--- config.mk ---
export PLATFORM = sky130hd
export DESIGN_NAME = psum_rmw_scheduler
export DESIGN_NICKNAME = d
export VERILOG_FILES = /design/src/rtl/psum_rmw_scheduler_pkg.sv /design/src/rtl/psum_sat_adder.sv /design/src/rtl/psum_rmw_scheduler.sv
export SDC_FILE = /design/constraint.sdc
export NUM_CORES = 1
export LEC_CHECK = 0
export ABC_AREA = 1
export CAP_MARGIN = 20
export CORE_UTILIZATION = 48
export CTS_BUF_LIST = sky130_fd_sc_hd__clkbuf_2
export DETAILED_ROUTE_END_ITERATION = 6
export GPL_TIMING_DRIVEN = 0
export PLACE_DENSITY = 0.83
export SLEW_MARGIN = 10
export SYNTH_ARGS = -nofsm -noshare
export SYNTH_HDL_FRONTEND = slang
export SYNTH_SLANG_ARGS = --single-unit
--- constraint.sdc ---
create_clock -name clk -period 2.6 [get_ports clk]
set_input_delay 0.52 -clock clk [delete_from_list [all_inputs] [get_ports clk]]
set_output_delay 0.52 -clock clk [all_outputs]
set_load 0.01 [all_outputs]
--- src/rtl/psum_rmw_scheduler_pkg.sv ---
// Shared definitions for the psum scratchpad scheduler: FSM state encoding
// and requester identifiers used by the round-robin arbiter.
package psum_rmw_scheduler_pkg;

    typedef enum logic [2:0] {
        ST_IDLE,
        ST_ACC_RD,
        ST_ACC_WR,
        ST_DRN_RD,
        ST_DRN_RSP,
        ST_DRN_CLR
    } state_t;

    // Requester identifiers, stored in last_grant
    localparam logic REQ_ACC = 1'b0;
    localparam logic REQ_DRN = 1'b1;

endpackage

--- src/rtl/psum_sat_adder.sv ---
// Signed psum adder: one extra bit of headroom, two's-complement overflow
// detection and optional clamping to the representable range.
module psum_sat_adder #(
    parameter int DATA_WIDTH = 16,
    parameter bit SATURATE   = 1'b1
) (
    input  logic [DATA_WIDTH-1:0] a,
    input  logic [DATA_WIDTH-1:0] b,
    output logic [DATA_WIDTH-1:0] sum,
    output logic                  ovf
);

    localparam int MSB = DATA_WIDTH - 1;

    logic [DATA_WIDTH:0] full;

    // Add with sign extension, flag overflow, clamp if enabled
    always_comb begin
        full = {a[MSB], a} + {b[MSB], b};
        ovf  = (a[MSB] == b[MSB]) && (full[MSB] != a[MSB]);
        sum  = full[MSB:0];
        if (SATURATE && ovf) begin
            sum = a[MSB] ? {1'b1, {(DATA_WIDTH-1){1'b0}}}
                         : {1'b0, {(DATA_WIDTH-1){1'b1}}};
        end
    end

endmodule

--- src/rtl/psum_rmw_scheduler.sv ---
// Owner of the single-port psum scratchpad. Arbitrates accumulate
// (read-modify-write) and drain requests round-robin and serialises every
// memory access so reads and writes never collide.
module psum_rmw_scheduler
    import psum_rmw_scheduler_pkg::*;
#(
    parameter int DATA_WIDTH = 16,
    parameter int ADDR_WIDTH = 4,
    parameter bit SATURATE   = 1'b1,
    parameter bit CLR_ON_DRN = 1'b1
) (
    input  logic                  clk,
    input  logic                  reset,
    input  logic                  acc_req,
    input  logic                  acc_first,
    input  logic [ADDR_WIDTH-1:0] acc_addr,
    input  logic [DATA_WIDTH-1:0] acc_data,
    output logic                  acc_ack,
    input  logic                  drn_req,
    input  logic [ADDR_WIDTH-1:0] drn_addr,
    output logic                  drn_ack,
    output logic                  drn_valid,
    output logic [DATA_WIDTH-1:0] drn_rdata,
    output logic                  mem_ren,
    output logic                  mem_wen,
    output logic [ADDR_WIDTH-1:0] mem_addr,
    output logic [DATA_WIDTH-1:0] mem_wdata,
    input  logic [DATA_WIDTH-1:0] mem_rdata,
    output logic                  busy,
    output logic                  ovf,
    input  logic                  clr_ovf
);

    state_t                  state;
    logic                    last_grant;
    logic [ADDR_WIDTH-1:0]   addr_q;
    logic [DATA_WIDTH-1:0]   data_q;
    logic                    first_q;
    logic                    grant_acc;
    logic                    grant_drn;
    logic [DATA_WIDTH-1:0]   sum;
    logic                    sum_ovf;
    logic                    acc_overflow;

    psum_sat_adder #(
        .DATA_WIDTH (DATA_WIDTH),
        .SATURATE   (SATURATE)
    ) u_sat_adder (
        .a   (mem_rdata),
        .b   (data_q),
        .sum (sum),
        .ovf (sum_ovf)
    );

    // Round-robin grant in IDLE; acks are combinational so they coincide
    // with the grant edge, and are held low while reset is asserted
    always_comb begin
        grant_acc = 1'b0;
        grant_drn = 1'b0;
        if (reset && state == ST_IDLE) begin
            if (acc_req && (!drn_req || last_grant == REQ_DRN)) begin
                grant_acc = 1'b1;
            end else if (drn_req) begin
                grant_drn = 1'b1;
            end
        end
    end

    // Data-path outputs that depend on the same-cycle SRAM read data
    always_comb begin
        acc_ack      = grant_acc;
        drn_ack      = grant_drn;
        acc_overflow = (state == ST_ACC_WR) && !first_q && sum_ovf;
        mem_wdata    = '0;
        if (state == ST_ACC_WR) begin
            mem_wdata = first_q ? data_q : sum;
        end
        drn_rdata = (state == ST_DRN_RSP) ? mem_rdata : '0;
    end

    // Scheduler FSM; memory strobes are registered alongside the next state
    always_ff @(posedge clk or negedge reset) begin
        if (!reset) begin
            state      <= ST_IDLE;
            last_grant <= REQ_DRN;
            addr_q     <= '0;
            data_q     <= '0;
            first_q    <= 1'b0;
            ovf        <= 1'b0;
            mem_ren    <= 1'b0;
            mem_wen    <= 1'b0;
            mem_addr   <= '0;
            drn_valid  <= 1'b0;
            busy       <= 1'b0;
        end else begin
            mem_ren   <= 1'b0;
            mem_wen   <= 1'b0;
            mem_addr  <= '0;
            drn_valid <= 1'b0;
            if (acc_overflow) begin
                ovf <= 1'b1;
            end else if (clr_ovf) begin
                ovf <= 1'b0;
            end
            case (state)
                ST_IDLE: begin
                    if (grant_acc) begin
                        last_grant <= REQ_ACC;
                        addr_q     <= acc_addr;
                        data_q     <= acc_data;
                        first_q    <= acc_first;
                        mem_addr   <= acc_addr;
                        busy       <= 1'b1;
                        if (acc_first) begin
                            state   <= ST_ACC_WR;
                            mem_wen <= 1'b1;
                        end else begin
                            state   <= ST_ACC_RD;
                            mem_ren <= 1'b1;
                        end
                    end else if (grant_drn) begin
                        last_grant <= REQ_DRN;
                        addr_q     <= drn_addr;
                        first_q    <= 1'b0;
                        mem_addr   <= drn_addr;
                        mem_ren    <= 1'b1;
                        busy       <= 1'b1;
                        state      <= ST_DRN_RD;
                    end
                end
                ST_ACC_RD: begin
                    state    <= ST_ACC_WR;
                    mem_wen  <= 1'b1;
                    mem_addr <= addr_q;
                end
                ST_DRN_RD: begin
                    state     <= ST_DRN_RSP;
                    drn_valid <= 1'b1;
                end
                ST_DRN_RSP: begin
                    if (CLR_ON_DRN) begin
                        state    <= ST_DRN_CLR;
                        mem_wen  <= 1'b1;
                        mem_addr <= addr_q;
                    end else begin
                        state <= ST_IDLE;
                        busy  <= 1'b0;
                    end
                end
                default: begin
                    state <= ST_IDLE;
                    busy  <= 1'b0;
                end
            endcase
        end
    end

endmodule

==> qor.txt, run 1 <==
OUTCOME
---------------------------------------------------------------------------------
Outcome ............................................................ finished with violations
Violated checks .................................................... DRC, setup timing

DRT
---------------------------------------------------------------------------------
Average wire length per cell after detail routing ..................      17.1 um
Total number of vias ...............................................         3324
Met1 Wirelength ....................................................      4.06 mm
DR vias/cell .......................................................         5.62
1st-pass router iterations .........................................            7
Iteration-0 DRC Markers ............................................          317
Post-route antenna net violation count .............................            0
Total met2 wirelength after detailed routing .......................      4.84 mm
Met3 routed wirelength .............................................       767 um
Uppermost layer routed .............................................         met4
Remaining DRCs .....................................................            1
Sum of routed wire length over all layers ..........................      10.1 mm

LOGIC SYNTHESIS
---------------------------------------------------------------------------------
Count of synthesis-stage warnings from yosys .......................            0
Post-synth ARST share ..............................................         100%
Sequential cell area fraction in the yosys report ..................        32.0%
Netlist area before placement ...................................... 0.00266 sq mm
Yosys reg bits .....................................................           34
Main area contributors after synthesis ............................. sky130_fd_sc_hd__dfrtp_1 (31%), sky130_fd_sc_hd__nand2_1 (16%), sky130_fd_sc_hd__inv_1 (8.2%)
Post-synth net total ...............................................          450
Unique masters post-synth ..........................................           37
Fraction of post-synthesis cell area in the top cell type by area ..        31.0%
Top flip-flop cell by instance count after synthesis ............... sky130_fd_sc_hd__dfrtp_1
Number of flops mapped to enable cells by yosys ....................            0
Syn Area/Cell ......................................................   6.86 sq um
Cell accounting for the most synthesized area ...................... sky130_fd_sc_hd__dfrtp_1
Cell count after synthesis .........................................          388

POWER
---------------------------------------------------------------------------------
Int Pwr ............................................................      2.55 mW
Reported leakage power .............................................      2.24 nW
Power spent charging and discharging nets ..........................      2.67 mW
Power density over cell area ....................................... 1190 mW/mm^2
Worst IR drop on VDD ...............................................     0.551 mV
Clock power frac ...................................................         4.6%
Share of power burned in combinational logic .......................        76.2%
Overall Power ......................................................      5.21 mW
Share of total power in sequential cells ...........................        19.2%
Switching part of the total power ..................................        51.2%

TIMING
---------------------------------------------------------------------------------
Final Hold Vio Count ...............................................            0
Setup repair after global routing missed its margin ................          yes
Worst clock skew on the final layout ...............................   0.00813 ns
Share of the cycle needed by the critical path after routing .......         116%
Min setup slack post-route .........................................    -0.407 ns
Max Slew Vio Count .................................................            0
Max frequency ......................................................    0.333 GHz
Actual transition at the worst max-transition pin ..................     0.473 ns
Setup violations, final ............................................           16
Relative max-transition margin .....................................        68.5%
Final critical path time including I/O delays and setup ............      3.01 ns

CTS
---------------------------------------------------------------------------------
Maximum buffer depth of the clock tree .............................            2
TritonCTS clock tree ...............................................          yes
Reg clk slew, reported paths .......................................      0.17 ns
H-Tree Depth .......................................................            2
Clock sink count ...................................................           34
Clock Root Buffer .................................................. sky130_fd_sc_hd__clkbuf_2
Clock latency of the later-clocked register in the worst-skew pair .      0.37 ns
Total CTS buffers ..................................................            5

PLACEMENT
---------------------------------------------------------------------------------
Total placed instance area ......................................... 0.00363 sq mm
HPWL after DPL .....................................................      5.79 mm
Pre-CTS setup slack ................................................    -0.976 ns
Number of buffers added on ports ...................................           88
Global placement routability congestion ............................        0.854
Inst Count DP ......................................................          546

SETUP PATH
---------------------------------------------------------------------------------
Slack of the worst reg-to-reg path .................................      0.55 ns
CP max FO ..........................................................            3
Endpoint arrival time on the critical path .........................      2.49 ns
Highest cell delay on the worst timing path ........................      0.46 ns
Reg2Reg Launch Point ...............................................    data_q[4]
Critical path startpoint category ..................................         flop
Type of destination of the critical path ...........................   output pin
Worst Reg-to-Reg Cells .............................................           14
Critical Setup Path Class .......................................... flop to output pin
Slowest stage cell on the critical path ............................ sky130_fd_sc_hd__dfrtp_1
Critical Path, Cell by Cell ........................................ ha_4 -> nand2_1 -> nand2_2 -> a21oi_1 -> nor2_1 -> nor3_1 -> nand2_1 -> nand2_1 -> nand2_1 -> a21oi_4 -> buf_6
Required time worst endpoint .......................................      2.08 ns
Most frequent CP cell .............................................. sky130_fd_sc_hd__nand2_1
Critical Path Start ................................................    data_q[6]

CELLS AND AREA
---------------------------------------------------------------------------------
Filler-free cell count of the finished design ......................          591
Total non-filler cell area in the finished layout .................. 0.00438 sq mm
Final antenna diode count ..........................................            0
Most common cell after layout, fill and taps aside ................. sky130_fd_sc_hd__nand2_1
Layout cell share with drive strength beyond 1 .....................        32.4%
Nets ...............................................................          582
Syn-to-layout area delta ...........................................        64.5%
Leading cell types in the layout, fill and taps excluded ........... sky130_fd_sc_hd__nand2_1 (92), sky130_fd_sc_hd__inv_1 (58), sky130_fd_sc_hd__clkdlybuf4s50_1 (38), sky130_fd_sc_hd__nor2_1 (37), sky130_fd_sc_hd__buf_4 (36)

FLOORPLANNING
---------------------------------------------------------------------------------
Horiz. Die Dim .....................................................      76.5 um
Chip height ........................................................      76.5 um
Std cell rows ......................................................           26
Initial cell density of the core ...................................        50.8%
Placeable core region .............................................. 0.00524 sq mm
Die area ........................................................... 0.00585 sq mm
Count of pins on the block boundary ................................           89

GRT
---------------------------------------------------------------------------------
Global-route wire length before repair .............................      14.1 mm
Remaining global-route overflow ....................................            0
Antenna violations before repair ...................................            0
Vias in the first global route .....................................         3081
Global Route Usage Sum .............................................        30.6%
Largest net degree at the start of global routing ..................           36

MIN PATH
---------------------------------------------------------------------------------
Class of the tightest hold or removal check ........................ primary input to asynchronous set/reset pin

FLOW RUN
---------------------------------------------------------------------------------
Number of max-capacitance violations reported ......................            0

[registers in the layout (all words and copies together) (netlist names)]
signal,cells
first_q,1
ovf,1
data_q,16
addr_q,4
drn_valid,1
mem_ren,1
mem_addr,4
mem_wen,1
busy,1
last_grant,1
state,3
[through the flow]
step	hold slack [ns]	setup TNS, ns	utilization (%)
2_1_floorplan	0.224	0	-
3_3_place_gp	0.471	-31.24	69.3
3_5_place_dp	0.479	-14.85	69.2
4_1_cts	0.0592	-3.02	77.7
5_1_grt	0.0587	-6.71	83.6
6_report	0.0563	-4.89	83.6
[power by group through the flow]
stage | clock network [mW] | registers [mW] | logic (mW)
floorplan | 0 | 0.928 | 1.72
global placement | 0 | 0.953 | 2.56
detailed placement | 0 | 0.960 | 2.64
CTS | 0.245 | 0.972 | 3.14
global route | 0.273 | 1.02 | 4.25
finish | 0.240 | 1.00 | 3.97
[cell families after synthesis]
| logic type | synth area share, % |
|---|---|
| AOI/OAI and AO/OA | 14.2 |
| DFF | 32.0 |
| and+or+nand+nor | 32.2 |
| adders and majority gates | 7.80 |
| buffers and inverters | 10.8 |
| xor gates and xnor gates | 2.96 |
[final timing paths]
kind	end
setup / recovery	mem_wdata[13]
hold / removal	mem_addr[2]
setup reg to reg	ovf
hold reg to reg	last_grant
max in group asynchronous	last_grant
min in group clk	last_grant
[critical path: cells and delay by family (launching register included)]
family	cells	cell delay (ns)
simple gates	7	0.83
flops	1	0.46
compound gates	2	0.41
fa+ha+maj	1	0.28
buf+inv	1	0.11
[Yosys cell counts (2+ instances only)]
cell type	number
sky130_fd_sc_hd__buf_2	2
sky130_fd_sc_hd__clkbuf_1	3
sky130_fd_sc_hd__nand4_1	2
sky130_fd_sc_hd__a21oi_2	7
sky130_fd_sc_hd__buf_4	2
sky130_fd_sc_hd__a21oi_1	15
sky130_fd_sc_hd__clkinv_1	2
sky130_fd_sc_hd__nor2_1	43
sky130_fd_sc_hd__a22o_1	4
sky130_fd_sc_hd__nor2_2	2
sky130_fd_sc_hd__inv_2	5
sky130_fd_sc_hd__nor3_2	8
sky130_fd_sc_hd__dfrtp_1	33
sky130_fd_sc_hd__xnor2_1	3
sky130_fd_sc_hd__o21bai_1	2
sky130_fd_sc_hd__xor2_1	6
sky130_fd_sc_hd__nand2_1	111
sky130_fd_sc_hd__nand3_1	13
sky130_fd_sc_hd__o211ai_1	4
sky130_fd_sc_hd__and2_1	2
sky130_fd_sc_hd__ha_1	15
sky130_fd_sc_hd__nor3_1	3
sky130_fd_sc_hd__inv_1	58
sky130_fd_sc_hd__o21ai_0	25
sky130_fd_sc_hd__nand2_2	6
[final cells by class]
class                      instances  area (sq um)
timing repair buffer             125          1060
sequential                        34           857
buffer                             6          35.0
clock inverter                     2          8.76
multi-input combinational        282          2020
tap                               70          87.6
fill                             289           858
clock buffer                       6          30.0
inverter                          66           273
[routing by layer]
metal,vias to the layer above,track usage (%)
li1,1494,-
met1,1533,37.1
met2,237,53.7
met3,60,4.55
met4,0,13.3
met5,-,0
[timing repair]
| item | in CTS | in global routing |
|---|---|---|
| hold buffers | 0 | 0 |
| gates cloned | 1 | 0 |
| endpoints found under the setup margin | 34 | 22 |
| setup buffers | 28 | 9 |
| gates resized for setup | 149 | 69 |
| pin swaps | 14 | 24 |
Power figures use the tool's default switching activity.
==> inputs of run 2 (changes only) <==
--- a/config.mk
+++ b/config.mk
@@ -11,7 +11,9 @@
 export CTS_BUF_LIST = sky130_fd_sc_hd__clkbuf_2
 export DETAILED_ROUTE_END_ITERATION = 6
 export GPL_TIMING_DRIVEN = 0
+export HOLD_SLACK_MARGIN = 0.15
 export PLACE_DENSITY = 0.83
+export REMOVE_ABC_BUFFERS = 1
 export SLEW_MARGIN = 10
 export SYNTH_ARGS = -nofsm -noshare
 export SYNTH_HDL_FRONTEND = slang
==> run 2 against run 1 <==
The flow still finishes with violations (DRC, setup timing). Clock-buffer cell count unchanged. Sequential share of layout area down 1.4 points. Clock power grew 52%. Sequential power barely moved. Maximum frequency is 0.17% lower. Global-route usage is 7.4 points higher. Die area unchanged. Wire length increased by 30%. Design area is 7.2% higher. Critical path depth increased by 1. Non-clock buffer count grew 16. Setup slack got worse by 0.0052 ns.
==> qor.txt, run 2 (synthesized netlist as in run 1, its figures left out) <==
CELLS AND AREA
---------------------------------------------------------------------------------
Filler cell count ..................................................          230
Syn-to-layout area delta ...........................................        76.3%
Leading cell types in the layout, fill and taps excluded ........... sky130_fd_sc_hd__nand2_1 (86), sky130_fd_sc_hd__inv_1 (57), sky130_fd_sc_hd__buf_4 (54), sky130_fd_sc_hd__clkdlybuf4s50_1 (38), sky130_fd_sc_hd__nor2_1 (34)
Largest registers .................................................. data_q: 16 flops, addr_q: 4 flops, mem_addr: 4 flops
Final core area utilization ........................................        89.6%
Largest Register ...................................................       data_q
Max FFs per register ...............................................           16
Multi-input gate area in the final layout .......................... 0.00210 sq mm
Nets ...............................................................          602
Total non-filler cell area in the finished layout .................. 0.00469 sq mm
Most common cell after layout, fill and taps aside ................. sky130_fd_sc_hd__nand2_1
FF/Latch Area ......................................................    852 sq um
Layout cell share with drive strength beyond 1 .....................        37.0%
Final antenna diode count ..........................................            0

TIMING
---------------------------------------------------------------------------------
Share of the cycle needed by the critical path after routing .......         116%
Relative max-transition margin .....................................        58.0%
Final critical path time including I/O delays and setup ............      3.01 ns
Min setup slack post-route .........................................    -0.412 ns
Setup repair after global routing missed its margin ................          yes
Setup violations, final ............................................           16
Max frequency ......................................................    0.332 GHz
Actual transition at the worst max-transition pin ..................     0.627 ns
Final Hold Vio Count ...............................................            0
Min Hold Slack .....................................................     0.559 ns
Max Slew Vio Count .................................................            0
Worst clock skew on the final layout ...............................    0.0131 ns

SETUP PATH
---------------------------------------------------------------------------------
Endpoint arrival time on the critical path .........................      2.49 ns
Type of destination of the critical path ...........................   output pin
Worst Reg-to-Reg Cells .............................................           13
Critical path startpoint category ..................................         flop
Reg2Reg Launch Point ...............................................   data_q[13]
CP max FO ..........................................................            6
Worst reg2reg endpoint .............................................          ovf
Critical Setup Path Class .......................................... flop to output pin
Required time worst endpoint .......................................      2.08 ns
Slack of the worst reg-to-reg path .................................      0.55 ns

CTS
---------------------------------------------------------------------------------
TritonCTS clock tree ...............................................          yes
Total CTS buffers ..................................................            5
H-Tree Depth .......................................................            2
Maximum buffer depth of the clock tree .............................            2
Clock Root Buffer .................................................. sky130_fd_sc_hd__clkbuf_2
Reg clk slew, reported paths .......................................      0.21 ns
Clock latency of the later-clocked register in the worst-skew pair .      0.36 ns
Clock sink count ...................................................           34

FLOORPLANNING
---------------------------------------------------------------------------------
Horiz. Die Dim .....................................................      76.5 um
Std cell rows ......................................................           26
Initial cell density of the core ...................................        50.8%
Count of pins on the block boundary ................................           89
Die area ........................................................... 0.00585 sq mm
Placeable core region .............................................. 0.00524 sq mm
Chip height ........................................................      76.5 um

DRT
---------------------------------------------------------------------------------
Post-route antenna net violation count .............................            0
Average wire length per cell after detail routing ..................      21.5 um
Remaining DRCs .....................................................            8
DR vias/cell .......................................................         6.18
1st-pass router iterations .........................................            7
Sum of routed wire length over all layers ..........................      13.1 mm
Total number of vias ...............................................         3775
Iteration-0 DRC Markers ............................................          452

OUTCOME
---------------------------------------------------------------------------------
Violated checks .................................................... DRC, setup timing
Outcome ............................................................ finished with violations

GRT
---------------------------------------------------------------------------------
Global-route wire length before repair .............................      17.4 mm
Antenna violations before repair ...................................            0
Remaining global-route overflow ....................................            0
Largest net degree at the start of global routing ..................           34
Vias in the first global route .....................................         3520
Global Route Usage Sum .............................................        38.0%

MIN PATH
---------------------------------------------------------------------------------
Cell depth of the worst min-delay path .............................            2
Class of the tightest hold or removal check ........................ flop to flop
Hold_sp ............................................................          ovf
Worst Hold Path EP .................................................          ovf

POWER
---------------------------------------------------------------------------------
Reported leakage power .............................................      2.62 nW
Worst IR drop on VDD ...............................................     0.815 mV
Power density over cell area ....................................... 1220 mW/mm^2

PLACEMENT
---------------------------------------------------------------------------------
Pre-CTS setup slack ................................................     -1.03 ns
Global placement routability congestion ............................        0.892
HPWL after DPL .....................................................      5.50 mm
Number of buffers added on ports ...................................           88
Total placed instance area ......................................... 0.00359 sq mm

FLOW RUN
---------------------------------------------------------------------------------
Number of max-capacitance violations reported ......................            0

run 2: cell count changes in the layout (fill, tap and decap cells not counted), moves of 5 or more:
cell	change
sky130_fd_sc_hd__nand2_1	-6
sky130_fd_sc_hd__dlygate4sd2_1	-9
sky130_fd_sc_hd__buf_4	+18
sky130_fd_sc_hd__dlymetal6s2s_1	+15
sky130_fd_sc_hd__nand2_4	+5
run 2: critical path: stages (launching register included):
cell and delay [ns]:
sky130_fd_sc_hd__dfrtp_1 0.47, sky130_fd_sc_hd__ha_4 0.31, sky130_fd_sc_hd__nand2_2 0.07, sky130_fd_sc_hd__nor2_1 0.20, sky130_fd_sc_hd__nand3_2 0.10, sky130_fd_sc_hd__nand2_2 0.12, sky130_fd_sc_hd__nand2_4 0.09, sky130_fd_sc_hd__nand2_4 0.12
sky130_fd_sc_hd__nand2_8 0.10, sky130_fd_sc_hd__nand2_8 0.16, sky130_fd_sc_hd__inv_8 0.07, sky130_fd_sc_hd__a21oi_2 0.17, sky130_fd_sc_hd__buf_2 0.16
run 2: power breakdown:
| part | leakage, nW | total, mW | switching (mW) | internal, mW |
|---|---|---|---|---|
| sequential | 0.431 | 0.982 | 0.213 | 0.769 |
| clock | 0.0406 | 0.365 | 0.201 | 0.164 |
| combinational | 2.15 | 4.37 | 2.56 | 1.81 |
| total | 2.62 | 5.71 | 2.97 | 2.74 |
run 2: worst max path at each step:
stage / startpoint / slack (ns) / depth (start not counted) / to
floorplan: mem_rdata[0] / 0.18 / 11 / mem_wdata[14]
finish: data_q[3] / -0.41 / 12 / mem_wdata[13]
CTS: data_q[0] / -0.24 / 10 / mem_wdata[10]
global placement: reset / -1.98 / 6 / acc_ack
detailed placement: mem_rdata[0] / -1.03 / 13 / mem_wdata[14]
global route: data_q[10] / -0.48 / 13 / mem_wdata[14]
run 2: per-layer routing:
layer	routed length (um)	global-route usage, %	up-vias
li1	-	-	1532
met1	4530	44.0	1740
met2	6070	66.8	375
met3	1360	6.35	128
met4	1160	20.4	0
met5	0	0	-
run 2: timing repair:
item | CTS | global route
hold buffers | 2 | 0
endpoints found under the setup margin | 34 | 33
resized for setup | 181 | 48
endpoints found under the hold margin | 33 | 0
buffers inserted | 36 | 21
gates cloned | 4 | 1
pin swaps | 40 | 19
run 2: cell type report:
| class | instances | share of cell area, % |
|---|---|---|
| timing repair buffer | 147 | 27.4 |
| tap | 70 | 1.87 |
| multi-input combinational | 283 | 44.7 |
| inverter | 66 | 6.05 |
| sequential | 34 | 18.2 |
| timing repair inverter | 3 | 0.453 |
| clock inverter | 2 | 0.720 |
| clock buffer | 6 | 0.640 |
run 2: metrics by stage:
stage | total power [mW] | TNS [ns] | std cells
floorplan | 2.62 | 0 | 381
global placement | 3.50 | -51.95 | 539
detailed placement | 3.57 | -21.40 | 539
CTS | 4.85 | -2.18 | 589
global route | 5.94 | -7.10 | 611
finish | 5.71 | -5.61 | 611
==> inputs of run 3 (changes only) <==
--- a/config.mk
+++ b/config.mk
@@ -7,12 +7,12 @@
 export LEC_CHECK = 0
 export ABC_AREA = 1
 export CAP_MARGIN = 20
-export CORE_UTILIZATION = 48
+export CORE_UTILIZATION = 32
 export CTS_BUF_LIST = sky130_fd_sc_hd__clkbuf_2
 export DETAILED_ROUTE_END_ITERATION = 6
 export GPL_TIMING_DRIVEN = 0
-export HOLD_SLACK_MARGIN = 0.15
-export PLACE_DENSITY = 0.83
+export HOLD_SLACK_MARGIN = 0.06
+export PLACE_DENSITY = 0.59
 export REMOVE_ABC_BUFFERS = 1
 export SLEW_MARGIN = 10
 export SYNTH_ARGS = -nofsm -noshare
==> run 3 against run 2 <==
The flow finishes with violations (setup timing). Clock-buffer cell count stayed put. Via count is 20% lower. Die area is 49% higher. Largest cell class unchanged. Largest power group unchanged. Highest routed layer unchanged.
==> qor.txt, run 3 (synthesized netlist as in run 1, its figures left out) <==
TIMING
---------------------------------------------------------------------------------
Share of the cycle needed by the critical path after routing .......         110%
Setup violations, final ............................................           16
Worst clock skew on the final layout ...............................    0.0122 ns
Setup repair after global routing missed its margin ................          yes
Max Slew Vio Count .................................................            0
Min setup slack post-route .........................................    -0.268 ns
Max frequency ......................................................    0.349 GHz
Relative max-transition margin .....................................        60.4%
Actual transition at the worst max-transition pin ..................     0.592 ns
Final critical path time including I/O delays and setup ............      2.87 ns
Final Hold Vio Count ...............................................            0

DRT
---------------------------------------------------------------------------------
1st-pass router iterations .........................................            4
Total number of vias ...............................................         3021
Remaining DRCs .....................................................            0
Average wire length per cell after detail routing ..................      14.7 um
Sum of routed wire length over all layers ..........................      9.21 mm
DR vias/cell .......................................................         4.81
Iteration-0 DRC Markers ............................................          102
Post-route antenna net violation count .............................            0

CTS
---------------------------------------------------------------------------------
Total CTS buffers ..................................................            5
Clock sink count ...................................................           34
Clock Root Buffer .................................................. sky130_fd_sc_hd__clkbuf_2
Clock latency of the later-clocked register in the worst-skew pair .      0.38 ns
TritonCTS clock tree ...............................................          yes
H-Tree Depth .......................................................            2
Reg clk slew, reported paths .......................................      0.19 ns
Maximum buffer depth of the clock tree .............................            2

CELLS AND AREA
---------------------------------------------------------------------------------
Final core area utilization ........................................        57.5%
Max FFs per register ...............................................           16
Final antenna diode count ..........................................            0
Nets ...............................................................          587
Largest Register ...................................................       data_q
Leading cell types in the layout, fill and taps excluded ........... sky130_fd_sc_hd__nand2_1 (92), sky130_fd_sc_hd__inv_1 (57), sky130_fd_sc_hd__buf_4 (41), sky130_fd_sc_hd__clkdlybuf4s50_1 (38), sky130_fd_sc_hd__nor2_1 (32)
Total non-filler cell area in the finished layout .................. 0.00454 sq mm
Syn-to-layout area delta ...........................................        70.3%
Most common cell after layout, fill and taps aside ................. sky130_fd_sc_hd__nand2_1
Layout cell share with drive strength beyond 1 .....................        34.2%
Largest registers .................................................. data_q: 16 flops, addr_q: 4 flops, mem_addr: 4 flops
Filler cell count ..................................................          728

FLOORPLANNING
---------------------------------------------------------------------------------
Chip height ........................................................      93.2 um
Die area ........................................................... 0.00869 sq mm
Count of pins on the block boundary ................................           89
Std cell rows ......................................................           32
Initial cell density of the core ...................................        33.8%
Placeable core region .............................................. 0.00789 sq mm
Horiz. Die Dim .....................................................      93.2 um

GRT
---------------------------------------------------------------------------------
GRT met3 Usage .....................................................        2.68%
Met1 Use GR ........................................................        29.6%
Antenna violations before repair ...................................            0
Remaining global-route overflow ....................................            0
Met2 Use GR ........................................................        37.3%
Global Route Usage Sum .............................................        22.0%
Global-route wire length before repair .............................      14.8 mm
Largest net degree at the start of global routing ..................           34
Vias in the first global route .....................................         2970
GR peak layer ......................................................         met2

POWER
---------------------------------------------------------------------------------
Share of total power in sequential cells ...........................        19.6%
Switching part of the total power ..................................        49.8%
Clock power frac ...................................................         5.2%
Int Pwr ............................................................      2.53 mW
Share of power burned in combinational logic .......................        75.2%
Power density over cell area ....................................... 1110 mW/mm^2
Worst IR drop on VDD ...............................................     0.447 mV
Power spent charging and discharging nets ..........................      2.51 mW
Reported leakage power .............................................      2.33 nW

SETUP PATH
---------------------------------------------------------------------------------
CP max FO ..........................................................            6
Endpoint arrival time on the critical path .........................      2.35 ns
Critical Setup Path Class .......................................... flop to output pin
Critical path startpoint category ..................................         flop
Required time worst endpoint .......................................      2.08 ns
Type of destination of the critical path ...........................   output pin

FLOW RUN
---------------------------------------------------------------------------------
Number of max-capacitance violations reported ......................            0

OUTCOME
---------------------------------------------------------------------------------
Violated checks .................................................... setup timing
Outcome ............................................................ finished with violations

PLACEMENT
---------------------------------------------------------------------------------
Total placed instance area ......................................... 0.00363 sq mm
Number of buffers added on ports ...................................           88
Global placement routability congestion ............................        0.889
HPWL after DPL .....................................................      5.96 mm

MIN PATH
---------------------------------------------------------------------------------
Class of the tightest hold or removal check ........................ flop to flop

[run 3: final timing paths]
check                                endpoint  slack (ns)  depth (start not counted)        from
worst max-delay path            mem_wdata[11]       -0.27                         11  data_q[11]
worst min-delay path                      ovf        0.52                          2         ovf
worst min register to register            ovf        0.52                          2         ovf
worst max register to register            ovf        0.67                         12  data_q[11]
min in group asynchronous           data_q[3]        0.62                          3       reset
max in group asynchronous            state[0]        1.79                          3       reset
[run 3: metrics by stage]
stage	setup slack [ns]	instances	hold WS, ns	setup TNS, ns	total power, mW
after floorplan	0.175	381	0.224	0	2.62
after global placement	-2.03	571	0.474	-55.07	3.57
after detailed placement	-1.07	571	0.484	-23.34	3.61
after CTS	-0.335	618	0.526	-4.39	4.72
after global routing	-0.396	628	0.563	-5.77	5.46
final	-0.268	628	0.520	-3.52	5.05
[run 3: worst max-delay path, stage by stage (launching register included)]
cell and delay, ns:
sky130_fd_sc_hd__dfrtp_1 0.47, sky130_fd_sc_hd__ha_4 0.32, sky130_fd_sc_hd__nand2_1 0.13, sky130_fd_sc_hd__nor3_4 0.24, sky130_fd_sc_hd__nand2_4 0.10, sky130_fd_sc_hd__nand2_4 0.10
sky130_fd_sc_hd__nand2_8 0.08, sky130_fd_sc_hd__nand2_8 0.10, sky130_fd_sc_hd__buf_6 0.13, sky130_fd_sc_hd__inv_6 0.05, sky130_fd_sc_hd__a21oi_4 0.15, sky130_fd_sc_hd__buf_6 0.12
[run 3: layout make-up]
type	instances	area (sq um)	share of cell area, %
Clock inverter	2	13.8	0.303
Multi-Input combinational cell	283	2060	45.4
Timing Repair inverter	1	8.76	0.193
Clock buffer	6	30.0	0.662
Inverter	66	283	6.23
Tap cell	102	128	2.81
Timing Repair Buffer	134	1160	25.5
Sequential cell	34	856	18.9
[run 3: power by group through the flow]
stage,Clock (mW),Combinational [mW],Sequential [mW]
after detailed placement,0,2.66,0.950
final,0.264,3.80,0.987
after floorplan,0,1.69,0.928
after global placement,0,2.62,0.951
after global routing,0.297,4.15,1.01
after CTS,0.278,3.47,0.975
[run 3: routing by layer]
layer	up-vias	wire, um
met5	-	0
met4	0	155
met3	13	318
met2	69	4570
met1	1432	4170
li1	1507	-
[run 3: what timing repair did]
action / in CTS / in global routing
gates resized for setup: 186 / 35
hold buffers: 2 / 0
pin swaps: 30 / 25
hold endpoints to repair: 33 / 0
endpoints found under the setup margin: 34 / 24
setup buffers: 34 / 10
cloned: 3 / 0
